--- src/rtl/ifetch_buffer_if.sv ---
`default_nettype none
// ============================================================================
//  Module      : ifetch_buffer_if
//  Description : Bundle of the fetch front end's bus signals.
//                - instruction memory side : imem_req, imem_addr, imem_rdata
//                - core redirect side      : redirect, redirect_pc
//                - core consume side       : inst_valid, inst, inst_pc,
//                                            inst_ready
//                master : the fetch front end (ifetch_buffer)
//                slave  : the surrounding memory + core
//  Revision    : 1.0  initial release
// ============================================================================
interface ifetch_buffer_if #(
  parameter int unsigned IMEM_AW = 10
);
  logic               imem_req;
  logic [IMEM_AW-1:0] imem_addr;
  logic [31:0]        imem_rdata;
  logic               redirect;
  logic [31:0]        redirect_pc;
  logic               inst_valid;
  logic [31:0]        inst;
  logic [31:0]        inst_pc;
  logic               inst_ready;

  modport master (
    output imem_req, imem_addr,
    input  imem_rdata,
    input  redirect, redirect_pc,
    output inst_valid, inst, inst_pc,
    input  inst_ready
  );

  modport slave (
    input  imem_req, imem_addr,
    output imem_rdata,
    output redirect, redirect_pc,
    input  inst_valid, inst, inst_pc,
    output inst_ready
  );
endinterface
`default_nettype wire

--- src/rtl/ifetch_buffer.sv ---
`default_nettype none
// ============================================================================
//  Module      : ifetch_buffer
//  Description : Instruction fetch front end. Owns the fetch PC, drives a
//                one-cycle-latency instruction memory, buffers returned words
//                with their PCs in a DEPTH-entry FIFO and hands them to the
//                core over a valid/ready handshake. A redirect flushes the
//                FIFO, drops any in-flight read and restarts at redirect_pc.
//  Ports       : clk  - clock, rising edge
//                rst  - synchronous reset, active low
//                bus  - ifetch_buffer_if.master (imem, redirect, inst bus)
//  Options     : IFETCH_BYPASS_EN - when defined, a response arriving with an
//                empty FIFO is presented combinationally in its arrival cycle.
//  Revision    : 1.0  initial release
// ============================================================================
module ifetch_buffer #(
  parameter int unsigned DEPTH    = 4,
  parameter int unsigned IMEM_AW  = 10,
  parameter logic [31:0] RESET_PC = 32'h0000_0000
) (
  input  wire logic         clk,
  input  wire logic         rst,
  ifetch_buffer_if.master   bus
);

  localparam int unsigned   PTR_W     = (DEPTH > 1) ? $clog2(DEPTH) : 1;
  localparam int unsigned   CNT_W     = $clog2(DEPTH + 1);
  localparam logic [CNT_W:0] DEPTH_OCC = (CNT_W + 1)'(DEPTH);

  typedef enum logic [1:0] {
    ST_BOOT  = 2'd0,
    ST_FETCH = 2'd1,
    ST_HOLD  = 2'd2
  } state_t;

  state_t             state_q, state_d;
  logic [31:0]        fetch_pc_q, fetch_pc_d;
  logic               inflight_q, inflight_d;
  logic [31:0]        inflight_pc_q, inflight_pc_d;
  logic [PTR_W-1:0]   rd_ptr_q, rd_ptr_d;
  logic [PTR_W-1:0]   wr_ptr_q, wr_ptr_d;
  logic [CNT_W-1:0]   count_q, count_d;
  logic [31:0]        pc_mem_q   [DEPTH];
  logic [31:0]        pc_mem_d   [DEPTH];
  logic [31:0]        word_mem_q [DEPTH];
  logic [31:0]        word_mem_d [DEPTH];

  logic [31:0]        redirect_pc_aligned;
  logic [CNT_W:0]     occ_now;
  logic [CNT_W:0]     occ_next;
  logic               req;
  logic               resp;
  logic               fifo_nonempty;
  logic               bypass;
  logic               push;
  logic               pop;
  logic               out_valid;
  logic [31:0]        out_inst;
  logic [31:0]        out_pc;

  always_comb begin
    // Masking (rather than slicing) keeps every redirect_pc bit referenced.
    redirect_pc_aligned = bus.redirect_pc & 32'hFFFF_FFFC;

    // Credit counts buffered words plus the outstanding read; a pop in this
    // cycle is deliberately not credited so the request path stays short.
    occ_now       = {1'b0, count_q} + {{CNT_W{1'b0}}, inflight_q};
    req           = (state_q != ST_BOOT) && !bus.redirect && (occ_now < DEPTH_OCC);
    resp          = inflight_q && !bus.redirect;
    fifo_nonempty = (count_q != '0);

`ifdef IFETCH_BYPASS_EN
    bypass = resp && !fifo_nonempty;
`else
    bypass = 1'b0;
`endif

    out_valid = fifo_nonempty || bypass;
    out_inst  = '0;
    out_pc    = '0;
    if (fifo_nonempty) begin
      out_inst = word_mem_q[rd_ptr_q];
      out_pc   = pc_mem_q[rd_ptr_q];
    end else if (bypass) begin
      out_inst = bus.imem_rdata;
      out_pc   = inflight_pc_q;
    end

    // A bypassed word taken by the core never enters the FIFO.
    pop  = fifo_nonempty && bus.inst_ready;
    push = resp && !(bypass && bus.inst_ready);

    fetch_pc_d    = fetch_pc_q;
    inflight_d    = inflight_q;
    inflight_pc_d = inflight_pc_q;
    rd_ptr_d      = rd_ptr_q;
    wr_ptr_d      = wr_ptr_q;
    count_d       = count_q;
    pc_mem_d      = pc_mem_q;
    word_mem_d    = word_mem_q;

    if (bus.redirect) begin
      fetch_pc_d = redirect_pc_aligned;
      inflight_d = 1'b0;
      rd_ptr_d   = '0;
      wr_ptr_d   = '0;
      count_d    = '0;
    end else begin
      if (push) begin
        pc_mem_d[wr_ptr_q]   = inflight_pc_q;
        word_mem_d[wr_ptr_q] = bus.imem_rdata;
        wr_ptr_d             = wr_ptr_q + PTR_W'(1);
      end
      if (pop) begin
        rd_ptr_d = rd_ptr_q + PTR_W'(1);
      end
      case ({push, pop})
        2'b10:   count_d = count_q + CNT_W'(1);
        2'b01:   count_d = count_q - CNT_W'(1);
        default: count_d = count_q;
      endcase
      // The read is outstanding for exactly one cycle.
      inflight_d = req;
      if (req) begin
        inflight_pc_d = fetch_pc_q;
        fetch_pc_d    = fetch_pc_q + 32'd4;
      end
    end

    occ_next = {1'b0, count_d} + {{CNT_W{1'b0}}, inflight_d};

    state_d = state_q;
    case (state_q)
      ST_BOOT: state_d = ST_FETCH;
      ST_FETCH,
      ST_HOLD: state_d = (occ_next < DEPTH_OCC) ? ST_FETCH : ST_HOLD;
      default: state_d = ST_FETCH;
    endcase
    if (bus.redirect) begin
      state_d = ST_FETCH;
    end
  end

  always_ff @(posedge clk) begin
    if (!rst) begin
      state_q       <= ST_BOOT;
      fetch_pc_q    <= RESET_PC;
      inflight_q    <= 1'b0;
      inflight_pc_q <= '0;
      rd_ptr_q      <= '0;
      wr_ptr_q      <= '0;
      count_q       <= '0;
      for (int i = 0; i < DEPTH; i++) begin
        pc_mem_q[i]   <= '0;
        word_mem_q[i] <= '0;
      end
    end else begin
      state_q       <= state_d;
      fetch_pc_q    <= fetch_pc_d;
      inflight_q    <= inflight_d;
      inflight_pc_q <= inflight_pc_d;
      rd_ptr_q      <= rd_ptr_d;
      wr_ptr_q      <= wr_ptr_d;
      count_q       <= count_d;
      pc_mem_q      <= pc_mem_d;
      word_mem_q    <= word_mem_d;
    end
  end

  assign bus.imem_req   = req;
  assign bus.imem_addr  = fetch_pc_q[IMEM_AW+1:2];
  assign bus.inst_valid = out_valid;
  assign bus.inst       = out_inst;
  assign bus.inst_pc    = out_pc;

endmodule
`default_nettype wire
--- src/flat_wrapper.sv ---
// flat-port wrapper written by rule: the top's interface ports become plain ports
module ifetch_buffer_flat 
#(
  parameter int unsigned DEPTH    = 4,
  parameter int unsigned IMEM_AW  = 10,
  parameter logic [31:0] RESET_PC = 32'h0000_0000
)
  (clk, rst, bus_imem_req, bus_imem_addr, bus_imem_rdata, bus_redirect, bus_redirect_pc, bus_inst_valid, bus_inst, bus_inst_pc, bus_inst_ready);
  ifetch_buffer_if #(.IMEM_AW(IMEM_AW)) bus_i ();
  input  wire logic clk;
  input  wire logic rst;
  output wire logic [$bits(bus_i.imem_req)-1:0] bus_imem_req;
  output wire logic [$bits(bus_i.imem_addr)-1:0] bus_imem_addr;
  input wire logic [$bits(bus_i.imem_rdata)-1:0] bus_imem_rdata;
  input wire logic [$bits(bus_i.redirect)-1:0] bus_redirect;
  input wire logic [$bits(bus_i.redirect_pc)-1:0] bus_redirect_pc;
  output wire logic [$bits(bus_i.inst_valid)-1:0] bus_inst_valid;
  output wire logic [$bits(bus_i.inst)-1:0] bus_inst;
  output wire logic [$bits(bus_i.inst_pc)-1:0] bus_inst_pc;
  input wire logic [$bits(bus_i.inst_ready)-1:0] bus_inst_ready;
  assign bus_imem_req = bus_i.imem_req;
  assign bus_imem_addr = bus_i.imem_addr;
  assign bus_i.imem_rdata = bus_imem_rdata;
  assign bus_i.redirect = bus_redirect;
  assign bus_i.redirect_pc = bus_redirect_pc;
  assign bus_inst_valid = bus_i.inst_valid;
  assign bus_inst = bus_i.inst;
  assign bus_inst_pc = bus_i.inst_pc;
  assign bus_i.inst_ready = bus_inst_ready;
  ifetch_buffer #(.DEPTH(DEPTH), .IMEM_AW(IMEM_AW), .RESET_PC(RESET_PC)) u_core (.clk(clk), .rst(rst), .bus(bus_i));
endmodule
--- config.mk ---
export PLATFORM = sky130hd
export DESIGN_NAME = ifetch_buffer_flat
export DESIGN_NICKNAME = d
export VERILOG_FILES = /design/src/rtl/ifetch_buffer_if.sv /design/src/rtl/ifetch_buffer.sv /design/src/flat_wrapper.sv
export SDC_FILE = /design/constraint.sdc
export NUM_CORES = 1
export LEC_CHECK = 0
export CORE_ASPECT_RATIO = 1.2
export CORE_MARGIN = 4
export CORE_UTILIZATION = 55
export DETAILED_ROUTE_END_ITERATION = 10
export PLACE_DENSITY = 0.8
export SYNTH_ARGS = -nofsm -noshare
export SYNTH_HDL_FRONTEND = slang
export SYNTH_SLANG_ARGS = --single-unit
--- constraint.sdc ---
create_clock -name clk -period 3.1 [get_ports clk]
set_input_delay 0.62 -clock clk [delete_from_list [all_inputs] [get_ports clk]]
set_output_delay 0.62 -clock clk [all_outputs]
set_load 0.1 [all_outputs]
==> impl_metrics.ini, run 1 <==
[cts]
clock_sinks = 318
path_clk_slew_ns = 0.06
clock_latency_ns = 0.56
clk_path_buf_depth = 3
cts.htree.levels = 1
postCtsSetupBuffers = 0
cts_root_buf = clkbuf_16
ctsHoldBuffers = 0
ctsResizeCount = 0
cts_inserted_buffers = 30
cts_tree = yes

[synth]
yosys-top-cells-area = dfxtp_1 44%, nand2_1 15%, a21boi_0 13%
synth_warnings = 0
yosysSeqAreaShare_pct = 44.0
postSynthCellCount = 1634
yosysMostFrequentCell = nand2_1
yosysTopAreaCellShare_pct = 44.0
synth_edf_count = 0
synth_common_cells = 586 x nand2_1, 318 x dfxtp_1, 250 x a21boi_0
yosys.area.top_type = dfxtp_1
ys_seq_elements = 318
ys_async_sr_fraction_pct = 0
synthFlopType = dfxtp_1
synth.distinct_cells = 48
syn-cell-area_um2 = 14500
syn_avg_cell_area_um2 = 8.86

[final_layout]
multi_input_area_um2 = 7440
final_cell_count_no_fill = 2053
area_delta_synth_final_pct = 21.0
ff_latch_area_um2 = 6370
final_net_count = 1776
drive_above_1_share_pct = 15.0
fin_util_pct = 68.1
final_area_um2 = 17500
diodes = 0
nFillCells = 1933

[sta]
final_hold_viol_count = 0
fin_crit_sh_pct = 95.7
slew_viol_final = 0
maxSlewHeadroom_pct = 58.6
tightestPinTransition_ns = 0.621
max_freq_ghz = 0.337
setup_violations = 0
skew_ns = 0.0136
fin_crit_ns = 2.97
rsz0062_at_grt = no
setup_tns_ns = 0

[placement]
gp_congestion = 0.827
port_buffers = 139
dp.cells = 1997
placed_area_um2 = 16400
place_hpwl_mm = 21.7

[route]
wl_per_cell_um = 17.3
first_iter_violations = 759
num_vias = 11500
vias_per_cell = 5.62
postRouteAntennaNets = 0
drc_errors = 0
firstDrtPassIters = 5
routed_wirelength_mm = 35.5

[floorplan]
die_area_um2 = 29000
initial_core_util_pct = 56.3
die_h_um = 186
dieWidth_um = 156
core_um2 = 25700
rows = 64
pin_count = 144

[run]
maxCapViolCount = 0

[setup_path]
regToRegEndpoint = u_core.state_q[1]
crit_fanout = 23
r2r-start = u_core.count_q[0]
r2r_cells = 9
cp.arrival_ns = 2.35
r2r_setup_slack_ns = 0.55
cp-start-kind = flop
end_kind = output port
critical_path_class = reg2out
crit_required_ns = 2.48

[worst_hold_path]
worstHoldPathCells = 2
min-delay-start = u_core.word_mem_q[79]
min_to = u_core.word_mem_q[79]
hold_class = reg2reg

[pwr]
ir_drop_uv = 391
powerDensity_nw_per_um2 = 492
p_leak_nw = 5.82
total_power_mw = 8.62

[global_routing]
grt_pass1_wl_mm = 57.5
grtUsageTotal_pct = 24.0
grt_max_degree = 109
grt_pass1_vias = 11600
antenna_found_initial = 0
gr-total-overflow = 0

[run_status]
status = completed
-- cells in the final DEF, fill, tap and decap left out, drive strengths merged, types with 2 or more instances in the layout --
| cell type | synthesis | final |
|---|---|---|
| inv | 11 | 11 |
| nor2b | 3 | 3 |
| nand2b | 2 | 2 |
| clkinv | 0 | 7 |
| ha | 7 | 7 |
| clkdlybuf4s50 | 0 | 64 |
| conb | 1 | 2 |
| nand2 | 588 | 588 |
| mux4 | 62 | 62 |
| clkbuf | 74 | 44 |
| o21ai | 31 | 31 |
| bufinv | 0 | 4 |
| nand4 | 8 | 8 |
| and4 | 5 | 5 |
| nand3 | 13 | 13 |
| nor2 | 11 | 11 |
| buf | 62 | 107 |
| xnor2 | 27 | 27 |
| nor4 | 9 | 9 |
| dfxtp | 318 | 318 |
| nor3 | 9 | 9 |
| a21boi | 278 | 278 |
| a21oi | 25 | 25 |
| and2 | 72 | 72 |
| xor2 | 7 | 7 |
-- layer usage --
metal | routed length (um) | vias to the layer above | track usage [%]
met5 | 0 | - | 0
met3 | 2380 | 53 | 3.16
met1 | 14600 | 5559 | 30.3
li1 | - | 5556 | -
met2 | 17800 | 373 | 42.9
met4 | 701 | 0 | 7.36
-- worst max-delay path by stage --
stage | slack [ns] | startpoint | depth (start not counted) | endpoint
global route | 0.005 | u_core.count_q[0] | 4 | bus_inst[4]
floorplan | 0.26 | u_core.count_q[0] | 4 | bus_inst[22]
detailed placement | 0.38 | bus_redirect | 10 | u_core.state_q[1]
CTS | 0.04 | u_core.rd_ptr_q[0] | 4 | bus_inst[31]
global placement | 0.41 | bus_redirect | 10 | u_core.state_q[1]
finish | 0.13 | u_core.rd_ptr_q[1] | 4 | bus_inst_pc[12]
-- logic make-up after synthesis --
family,share of synthesized area [%]
simple gates,21.9
buf+inv,4.78
xor+xnor,2.06
mux,9.71
fa+ha+maj,0.743
flops,44.0
other cells,0.0259
compound gates,16.8
-- per-stage QoR --
step,hold WS [ns],setup WS (ns)
after floorplan,0.432,0.262
after global placement,0.438,0.409
after detailed placement,0.443,0.384
after CTS,0.452,0.0386
after global routing,0.470,0.00470
final,0.452,0.134
-- where the power goes --
group          switching (mW)  leakage (nW)  internal, mW  total, mW
combinational           0.280          2.71         0.210      0.490
clock                    1.55         0.541          2.38       3.93
sequential             0.0660          2.57          4.14       4.20
-- final cells by class --
type	instances	area share, %
clock buffer	44	5.28
clock inverter	11	0.886
inverter	11	0.236
multi-input combinational	1168	42.5
sequential	318	36.4
tap	330	2.36
timing repair buffer	171	12.4
-- flip-flops by register name (all words and copies together), names as in the netlist --
| register | count |
|---|---|
| u_core.state_q | 2 |
| u_core.count_q | 3 |
| u_core.wr_ptr_q | 2 |
| u_core.rd_ptr_q | 2 |
| u_core.fetch_pc_q | 30 |
| u_core.inflight_q | 1 |
| u_core.inflight_pc_q | 30 |
| u_core.word_mem_q | 128 |
| u_core.pc_mem_q | 120 |
-- worst max-delay path: stages, from the launching register on --
cell     delay [ns]
dfxtp_4        0.57
buf_4          0.42
mux4_2         0.36
and2_1         0.24
buf_12         0.19
Power figures use the tool's default switching activity.
==> run 2: changes to the inputs <==
Settings changed: GPL_ROUTABILITY_DRIVEN from default to 0.
==> results of run 2 <==
Final layout, timing and power as in run 1 (identical DEF).
